$ cat src/rtl/ex_io_ctrl.sv
// ex_io_ctrl: CPU-mapped board output controller. Each channel can be off, a static level, PWM or blink.
// Define EX_IO_READBACK_EN to build the registered read-back mux on data_o; otherwise data_o is tied to 0.
module ex_io_ctrl #(
    parameter int unsigned           FPGAClkSpeed  = 12000000,
    parameter int unsigned           Channels      = 4,
    parameter int unsigned           address_width = 16,
    parameter int unsigned           data_width    = 8,
    parameter int unsigned           BaseAddress   = 'h9000,
    parameter int unsigned           PwmPrescale   = 47,
    parameter int unsigned           BlinkHz       = 2,
    parameter logic [Channels-1:0]   InvertReset   = '0
) (
    input  logic                     clk_i,
    input  logic                     reset_i,
    input  logic [address_width-1:0] address_i,
    input  logic [data_width-1:0]    data_i,
    input  logic                     we_i,
    output logic [data_width-1:0]    data_o,
    output logic [Channels-1:0]      ex_pin_o
);

    typedef enum logic [1:0] {
        MODE_OFF   = 2'd0,
        MODE_LEVEL = 2'd1,
        MODE_PWM   = 2'd2,
        MODE_BLINK = 2'd3
    } mode_e;

    localparam int unsigned PRESC_W   = (PwmPrescale > 0) ? $clog2(PwmPrescale + 1) : 1;
    localparam int unsigned BLINK_DIV = FPGAClkSpeed / (2 * BlinkHz);
    localparam int unsigned BLINK_W   = (BLINK_DIV > 1) ? $clog2(BLINK_DIV) : 1;

    localparam logic [PRESC_W-1:0]       PRESC_LAST = PRESC_W'(PwmPrescale);
    localparam logic [BLINK_W-1:0]       BLINK_LAST = (BLINK_DIV > 0) ? BLINK_W'(BLINK_DIV - 1) : '0;
    localparam logic [address_width-1:0] BASE       = address_width'(BaseAddress);

    logic [address_width-1:0] offset;
    logic [31:0]              reg_index;
    logic                     sel_invert;
    logic                     sel_level;
    logic [Channels-1:0]      sel_mode;
    logic [Channels-1:0]      sel_duty;

    logic [Channels-1:0]      invert;
    logic [Channels-1:0]      level;
    mode_e                    mode        [Channels];
    logic [7:0]               duty_shadow [Channels];
    logic [7:0]               duty_active [Channels];

    logic [PRESC_W-1:0]       presc;
    logic                     tick;
    logic [7:0]               pwm_cnt;
    logic [BLINK_W-1:0]       blink_cnt;
    logic                     blink_phase;
    logic [Channels-1:0]      mode_value;

    // Addresses below BaseAddress wrap to a huge index and therefore decode as unmapped.
    assign offset    = address_i - BASE;
    assign reg_index = 32'(offset);

    always_comb begin
        sel_invert = (reg_index == 32'd0);
        sel_level  = (reg_index == 32'd1);
        sel_mode   = '0;
        sel_duty   = '0;
        for (int n = 0; n < Channels; n++) begin
            sel_mode[n] = (reg_index == 32'(2 + 2 * n));
            sel_duty[n] = (reg_index == 32'(3 + 2 * n));
        end
    end

    always_ff @(posedge clk_i or negedge reset_i) begin
        if (!reset_i) begin
            invert <= InvertReset;
            level  <= '0;
            for (int n = 0; n < Channels; n++) begin
                mode[n]        <= MODE_OFF;
                duty_shadow[n] <= '0;
            end
        end else if (we_i) begin
            if (sel_invert) invert <= data_i[Channels-1:0];
            if (sel_level)  level  <= data_i[Channels-1:0];
            for (int n = 0; n < Channels; n++) begin
                if (sel_mode[n]) mode[n]        <= mode_e'(data_i[1:0]);
                if (sel_duty[n]) duty_shadow[n] <= data_i[7:0];
            end
        end
    end

    assign tick = (presc == PRESC_LAST);

    // duty_active only follows the shadow at the period boundary so a PWM period is never cut short.
    always_ff @(posedge clk_i or negedge reset_i) begin
        if (!reset_i) begin
            presc   <= '0;
            pwm_cnt <= '0;
            for (int n = 0; n < Channels; n++) begin
                duty_active[n] <= '0;
            end
        end else begin
            presc <= tick ? '0 : presc + PRESC_W'(1);
            if (tick) begin
                pwm_cnt <= pwm_cnt + 8'd1;
                if (pwm_cnt == 8'hFF) begin
                    for (int n = 0; n < Channels; n++) begin
                        duty_active[n] <= duty_shadow[n];
                    end
                end
            end
        end
    end

    always_ff @(posedge clk_i or negedge reset_i) begin
        if (!reset_i) begin
            blink_cnt   <= '0;
            blink_phase <= 1'b0;
        end else if (blink_cnt == BLINK_LAST) begin
            blink_cnt   <= '0;
            blink_phase <= ~blink_phase;
        end else begin
            blink_cnt <= blink_cnt + BLINK_W'(1);
        end
    end

    always_comb begin
        mode_value = '0;
        for (int n = 0; n < Channels; n++) begin
            case (mode[n])
                MODE_LEVEL: mode_value[n] = level[n];
                MODE_PWM:   mode_value[n] = (pwm_cnt < duty_active[n]);
                MODE_BLINK: mode_value[n] = blink_phase;
                default:    mode_value[n] = 1'b0;
            endcase
        end
    end

    always_ff @(posedge clk_i or negedge reset_i) begin
        if (!reset_i) begin
            ex_pin_o <= InvertReset;
        end else begin
            ex_pin_o <= mode_value ^ invert;
        end
    end

`ifdef EX_IO_READBACK_EN
    logic [data_width-1:0] rd_value;

    // DUTY reads return the shadow, i.e. the value the CPU last wrote.
    always_comb begin
        rd_value = '0;
        if (sel_invert) rd_value[Channels-1:0] = invert;
        if (sel_level)  rd_value[Channels-1:0] = level;
        for (int n = 0; n < Channels; n++) begin
            if (sel_mode[n]) rd_value[1:0] = mode[n];
            if (sel_duty[n]) rd_value[7:0] = duty_shadow[n];
        end
    end

    always_ff @(posedge clk_i or negedge reset_i) begin
        if (!reset_i) begin
            data_o <= '0;
        end else begin
            data_o <= rd_value;
        end
    end
`else
    assign data_o = '0;
`endif

endmodule
$ cat config.mk
export PLATFORM = sky130hd
export DESIGN_NAME = ex_io_ctrl
export DESIGN_NICKNAME = d
export VERILOG_FILES = /design/src/rtl/ex_io_ctrl.sv
export SDC_FILE = /design/constraint.sdc
export NUM_CORES = 1
export LEC_CHECK = 0
export ABC_AREA = 1
export BUFFER_PORTS_ARGS = -buffer_cell sky130_fd_sc_hd__buf_2
export CAP_MARGIN = 20
export CORE_MARGIN = 5
export CORE_UTILIZATION = 55
export DETAILED_ROUTE_END_ITERATION = 12
export PLACE_DENSITY_LB_ADDON = 0.1
export SLEW_MARGIN = 20
export SYNTH_ARGS = -nofsm -noshare
export SYNTH_HDL_FRONTEND = slang
export SYNTH_SLANG_ARGS = --single-unit
export TNS_END_PERCENT = 10
$ cat constraint.sdc
create_clock -name clk_i -period 5.55 [get_ports clk_i]
set_input_delay 0.8325 -clock clk_i [delete_from_list [all_inputs] [get_ports clk_i]]
set_output_delay 0.8325 -clock clk_i [all_outputs]
set_load 0.03 [all_outputs]
Yosys cells after proc, flatten, opt, wreduce, memory -nomap -nowiden
Cells that the tools add are included.
{ "classes": {"n_mux": 6, "shifts": 0, "reduce_logical": 12, "order_cmp": 4, "mul": 0, "add_sub_neg": 4, "div": 0, "bitwise_logic": 2, "n_eq_ne": 24} }
{ "op_table": {"columns": ["operator", "n"], "rows": [
  ["== test 16 x 3 -> 1 bit (second input constant)", 4],
  ["== test 16 x 2 -> 1 bit (second input constant)", 2],
  ["== test 16 x 4 -> 1 bit (second input constant)", 2],
  ["zero test 32 bit", 1],
  ["< comparator 8 bit", 4],
  ["adder 22 x 1 -> 22 bit (second input constant)", 1],
  ["== test 22 bit (second input constant)", 1],
  ["two-way mux 22 bit", 1],
  ["AND reduction 2 bit", 11],
  ["== test 16 x 1 -> 1 bit (second input constant)", 1],
  ["== test 2 bit (second input constant)", 8],
  ["subtractor 16 bit (second input constant)", 1],
  ["one-hot mux 1 bit (3 select lines)", 4],
  ["adder 8 x 1 -> 8 bit (second input constant)", 1],
  ["== test 2 x 1 -> 1 bit (second input constant)", 4],
  ["== test 8 bit (second input constant)", 1],
  ["adder 6 x 1 -> 6 bit (second input constant)", 1],
  ["== test 6 bit (second input constant)", 1],
  ["two-way mux 6 bit", 1],
  ["XOR 4 bit", 1],
  ["NOT 1 bit", 1]
]} }
{ "word_totals": {"input_bits": 27, "elab_cells": 71, "output_inout_bits": 12, "ram_bits": 0, "mem_bits_ro": 0, "latch_bits": 0, "reg_bits": 121, "n_memories": 0} }

Longest topological paths before layout
{ "depth": {"ltp_word": 3, "ltp_mapped": 12, "ltp_nobuf": 12} }

Worst setup path after synthesis
Ideal clock, no wire load.
{ "synth_path": {"path_kind": "input-to-reg", "from": "in address_i[13]", "to": "reg duty_shadow[13] (netlist bit)", "t_arrival_ps": 2096, "setup_slack_ps": 3328, "path_stages": 6, "setup_time_ps": 126, "t_required_ps": 5424, "path_buffers": 1, "path_cell_list": "or2_2 > nor4_4 > nand3_1 > buf_6 > nand2_1 > o21ai_0"} }
{ "synth_via": {"elab_chain_len": 3} }
{ "synth_rtl": {"columns": ["item", "line", "text"], "rows": [
  ["from (decl)", "15", "input logic [address_width-1:0] address_i,"],
  ["subtractor 16 bit", "58", "assign offset = address_i - BASE;"],
  ["== test 16 x 3 -> 1 bit", "68", "sel_duty[n] = (reg_index == 32'(3 + 2 * n));"],
  ["AND reduction 2 bit (no source line)", null, null],
  ["to (signal, indexed assignment)", "85", "if (sel_duty[n]) duty_shadow[n] <= data_i[7:0];"],
  ["to (decl)", "47", "logic [7:0] duty_shadow [Channels];"]
]} }
Every way passes these cells.
A chain may end at the register's enable or synchronous reset.

Worst setup path after layout
{ "layout_path": {"from": "reg presc[0]", "to": "reg duty_active[3] (netlist bit)"} }
{ "layout_via": {"elab_chain_len": 2} }
{ "layout_rtl": {"columns": ["item", "line", "text"], "rows": [
  ["from (decl)", "50", "logic [PRESC_W-1:0] presc;"],
  ["from (signal assigned)", "101", "presc <= tick ? '0 : presc + PRESC_W'(1);"],
  ["== test 6 bit", "90", "assign tick = (presc == PRESC_LAST);"],
  ["AND reduction 2 bit (no source line)", null, null],
  ["to (signal, indexed assignment)", "106", "duty_active[n] <= duty_shadow[n];"],
  ["to (decl)", "48", "logic [7:0] duty_active [Channels];"]
]} }
Every way passes these cells.

==> flow_summary_export.csv <==
group,metric,value,unit
clocking,tritoncts,"done",
layout,antenna_cells_inserted,0,
placement,dp_worst_setup_slack,2.765,ns
clocking,clockBufferDepth,2,
global_routing,grt_usage,21.86,%
synthesis,synth-simple-area-share,21.46,%
global_routing,first_global_vias,4656,
synthesis,yosys.area_share.xor_xnor,3.050,%
synthesis,muxShareOfSynthArea,0,%
layout,sequential_cell_area,0.003028,sq mm
clocking,clock_latency_on_the_worst_skew_pair,0.54,ns
placement,detailed_place_hpwl,9.042,mm
routing,detail_route.vias_per_cell,5.074,
critical_path,worstSetupStartpointType,"flip-flop",
synthesis,synth-compound-area-share,8.383,%
timing,worst-slew-pin-transition,0.7871,ns
synthesis,yosys_warnings,0,
synthesis,syn_avg_cell_area,8.181,sq um
timing,post-route-period-util,40.23,%
critical_path,timing.critical_path.from,"presc[0]$_DFF_PN0_",
layout,fin_nets,834,
global_routing,aggregate_global_routing_overflow,0,
timing,timing.clock.skew,0.01059,ns
timing,whs,0.3486,ns
floorplan,core-area,0.01079,sq mm
timing,final.setup.worst_slack,3.317,ns
synthesis,syn-instance-count,737,
synthesis,synth.ff_latch_count,121,
critical_path,timing.reg2reg.setup_slack,3.32,ns
synthesis,ys_types,21,
critical_path,crit_path_end_kind,"flip-flop",
power,total_power,2119,uW
run_status,status,"completed",
power,static_leakage,0.003436,uW
critical_path,cp-endpoint,"duty_active[3]$_DFFE_PN0P_",
layout,nFillCells,958,
floorplan,chip_width,114.7,microns
global_routing,busiest_layer,"met2",
critical_path,reg_to_reg_startpoint,"presc[0]$_DFF_PN0_",
global_routing,antenna_violations_before_repair,0,
global_routing,grt_util_met2,37.49,%
layout,multi_input_area,0.002414,sq mm
timing,fin_tns_setup,0,ns
critical_path,critical_path.max_stage_delay,0.52,ns
critical_path,worst_ep_arrival_time,2.67,ns
critical_path,rr_worst_depth,7,
critical_path,slowest_stage,"sky130_fd_sc_hd__nand3_4",
routing,drt_first_iter_violations,337,
timing,max-slew-margin-rel,47.04,%
routing,drc,0,
global_routing,met1_usage,26.18,%
critical_path,critical_path.cell_chain,"ha_1 > nand3_1 > nor2_1 > nand2_1 > clkinv_1 > nand3_4 > o21ai_0",
routing,wl_per_cell,14.17,microns
layout,mostFrequentLayoutCells,"sky130_fd_sc_hd__nand2_1, sky130_fd_sc_hd__inv_1, sky130_fd_sc_hd__dfrtp_1",
timing,rsz0062_at_grt,"no",
clocking,clk_pin_slew_worst_paths,0.06,ns
clocking,cts_resized,0,
timing,period_minus_slack,2.233,ns
layout,layout.cells.non_filler,929,
global_routing,pin_count_of_the_biggest_net_entering_global_routing,81,
timing,setup_viol,0,
timing,report.final.slew_viol_count,0,
clocking,cts_post_setup_buffers_inserted,0,
power,power.density_cell_area,306.4,mW/mm^2
floorplan,total_number_of_placement_rows,38,
placement,dp_cells,897,
layout,final_common_cell,"sky130_fd_sc_hd__nand2_1",
critical_path,reg2reg_to,"duty_active[3]$_DFFE_PN0P_",
critical_path,crit_path_max_fanout,64,
clocking,cts_inserted_buffers,17,
synthesis,mappedNetlistArea,0.006030,sq mm
clocking,cts-hold-fix-buffers,0,
synthesis,portion_of_the_post_synthesis_area_used_by_sequential_elements,50.22,%
critical_path,critical_path_class,"flip-flop to flip-flop",
synthesis,synth_top_family_by_area,"simple AND/OR/NAND/NOR gates",
run,drv_cap,0,
global_routing,use_met3,5.497,%
routing,routed-via-count,4714,
placement,port-buffer-count,30,
routing,postRouteAntennaNets,0,
floorplan,floorplan.die_area,0.01316,sq mm
routing,wl,13.16,mm
floorplan,pin_count,39,
placement,place_congestion,0.8429,
hold_path,min_path_type,"input pin to asynchronous set/reset pin",
layout,layout_cells_sized_above_1,8.619,%
timing,finalHoldViolations,0,
global_routing,global_route_wire_length_before_repair,21.96,mm
timing,max_freq,447.9,MHz
synthesis,synth-adder-area-share,6.433,%
clocking,cts.root.buffer_cell,"sky130_fd_sc_hd__clkbuf_8",
critical_path,required,5.98,ns
floorplan,dieHeight,114.7,microns
floorplan,starting_density_of_the_core,55.87,%
power,max-vdd-ir-drop,0.0002234,V
routing,drt-pass1-iter-count,6,
layout,area_growth_syn_to_layout,14.71,%
clocking,htree_levels,4,
clocking,numClockSinks,121,
[power by group]
group	internal (uW)	switching, uW	leakage (uW)
combinational	9.66	40.3	0.00146
sequential	883	0.0804	0.00167
clock	775	411	0.000304
total	1670	452	0.00344
[worst min path at each step]
stage / depth (start not counted) / endpoint / slack (ns)
after floorplan: 1 / blink_cnt[0]$_DFF_PN0_ / 0.43
after global placement: 1 / blink_cnt[0]$_DFF_PN0_ / 0.45
after detailed placement: 1 / blink_cnt[0]$_DFF_PN0_ / 0.46
after CTS: 1 / blink_cnt[0]$_DFF_PN0_ / 0.46
after global routing: 1 / pwm_cnt[5]$_DFFE_PN0P_ / 0.39
final: 1 / blink_cnt[8]$_DFF_PN0_ / 0.35
[state kept, by name, indices dropped and copies added (netlist names)]
signal / count
blink_cnt: 22
blink_phase: 1
duty_active: 32
duty_shadow: 32
ex_pin_o: 4
invert: 4
level: 4
mode: 8
presc: 6
pwm_cnt: 8
[worst max-delay path, delay by kind of cell (launching register included)]
kind | cells | cell delay, ns
adders and majority gates | 1 | 0.19
AOI/OAI and AO/OA | 1 | 0.42
and+or+nand+nor | 4 | 0.92
buffers and inverters | 1 | 0.22
DFF | 1 | 0.37
[synth_stat cells]
cell type	number	area, sq um
sky130_fd_sc_hd__nand2_1	191	716.9
sky130_fd_sc_hd__ha_1	31	387.9
sky130_fd_sc_hd__dfrtp_1	121	3028
sky130_fd_sc_hd__conb_1	1	3.750
sky130_fd_sc_hd__nand4_1	10	62.56
sky130_fd_sc_hd__xor2_1	18	157.7
sky130_fd_sc_hd__nor3_1	17	85.08
sky130_fd_sc_hd__or2_2	3	18.77
sky130_fd_sc_hd__clkbuf_1	6	22.52
sky130_fd_sc_hd__nor4_4	1	21.27
sky130_fd_sc_hd__nand3_1	35	175.2
sky130_fd_sc_hd__nor2_1	50	187.7
sky130_fd_sc_hd__inv_1	132	495.5
sky130_fd_sc_hd__buf_4	8	60.06
sky130_fd_sc_hd__nand3b_1	1	7.510
sky130_fd_sc_hd__buf_6	4	45.04
sky130_fd_sc_hd__o21ai_0	87	435.4
sky130_fd_sc_hd__nor4_1	3	18.77
sky130_fd_sc_hd__xnor2_1	3	26.28
sky130_fd_sc_hd__clkinv_1	1	3.750
sky130_fd_sc_hd__a21oi_1	14	70.07
[routing by layer]
metal	part of all wire, %	up-vias	wire [microns]
met1	44	2235	5743
met3	3.6	21	474
li1	-	2376	-
met2	51	82	6711
met5	0	-	0
met4	1.7	0	230
[cell type report]
cell class | count | share of cell area, %
Sequential cell | 121 | 43.78
Multi-Input combinational cell | 472 | 34.90
Inverter | 133 | 7.218
Clock buffer | 17 | 5.988
Clock inverter | 15 | 3.220
Tap cell | 140 | 2.533
Timing Repair Buffer | 31 | 2.370
[per-stage QoR]
step | utilization [%] | cell area (sq um)
after global routing | 64.09 | 6917
final | 64.09 | 6917
after detailed placement | 58.08 | 6269
after CTS | 63.98 | 6905
after floorplan | - | 6056
after global placement | 58.08 | 6269
[cells by family after synthesis]
kind of cell | Yosys count
other cells | 1
fa+ha+maj | 31
flops | 121
buf+inv | 151
xor+xnor | 21
simple gates | 311
compound gates | 101
Note: power is estimated with default switching activity, not from simulation.
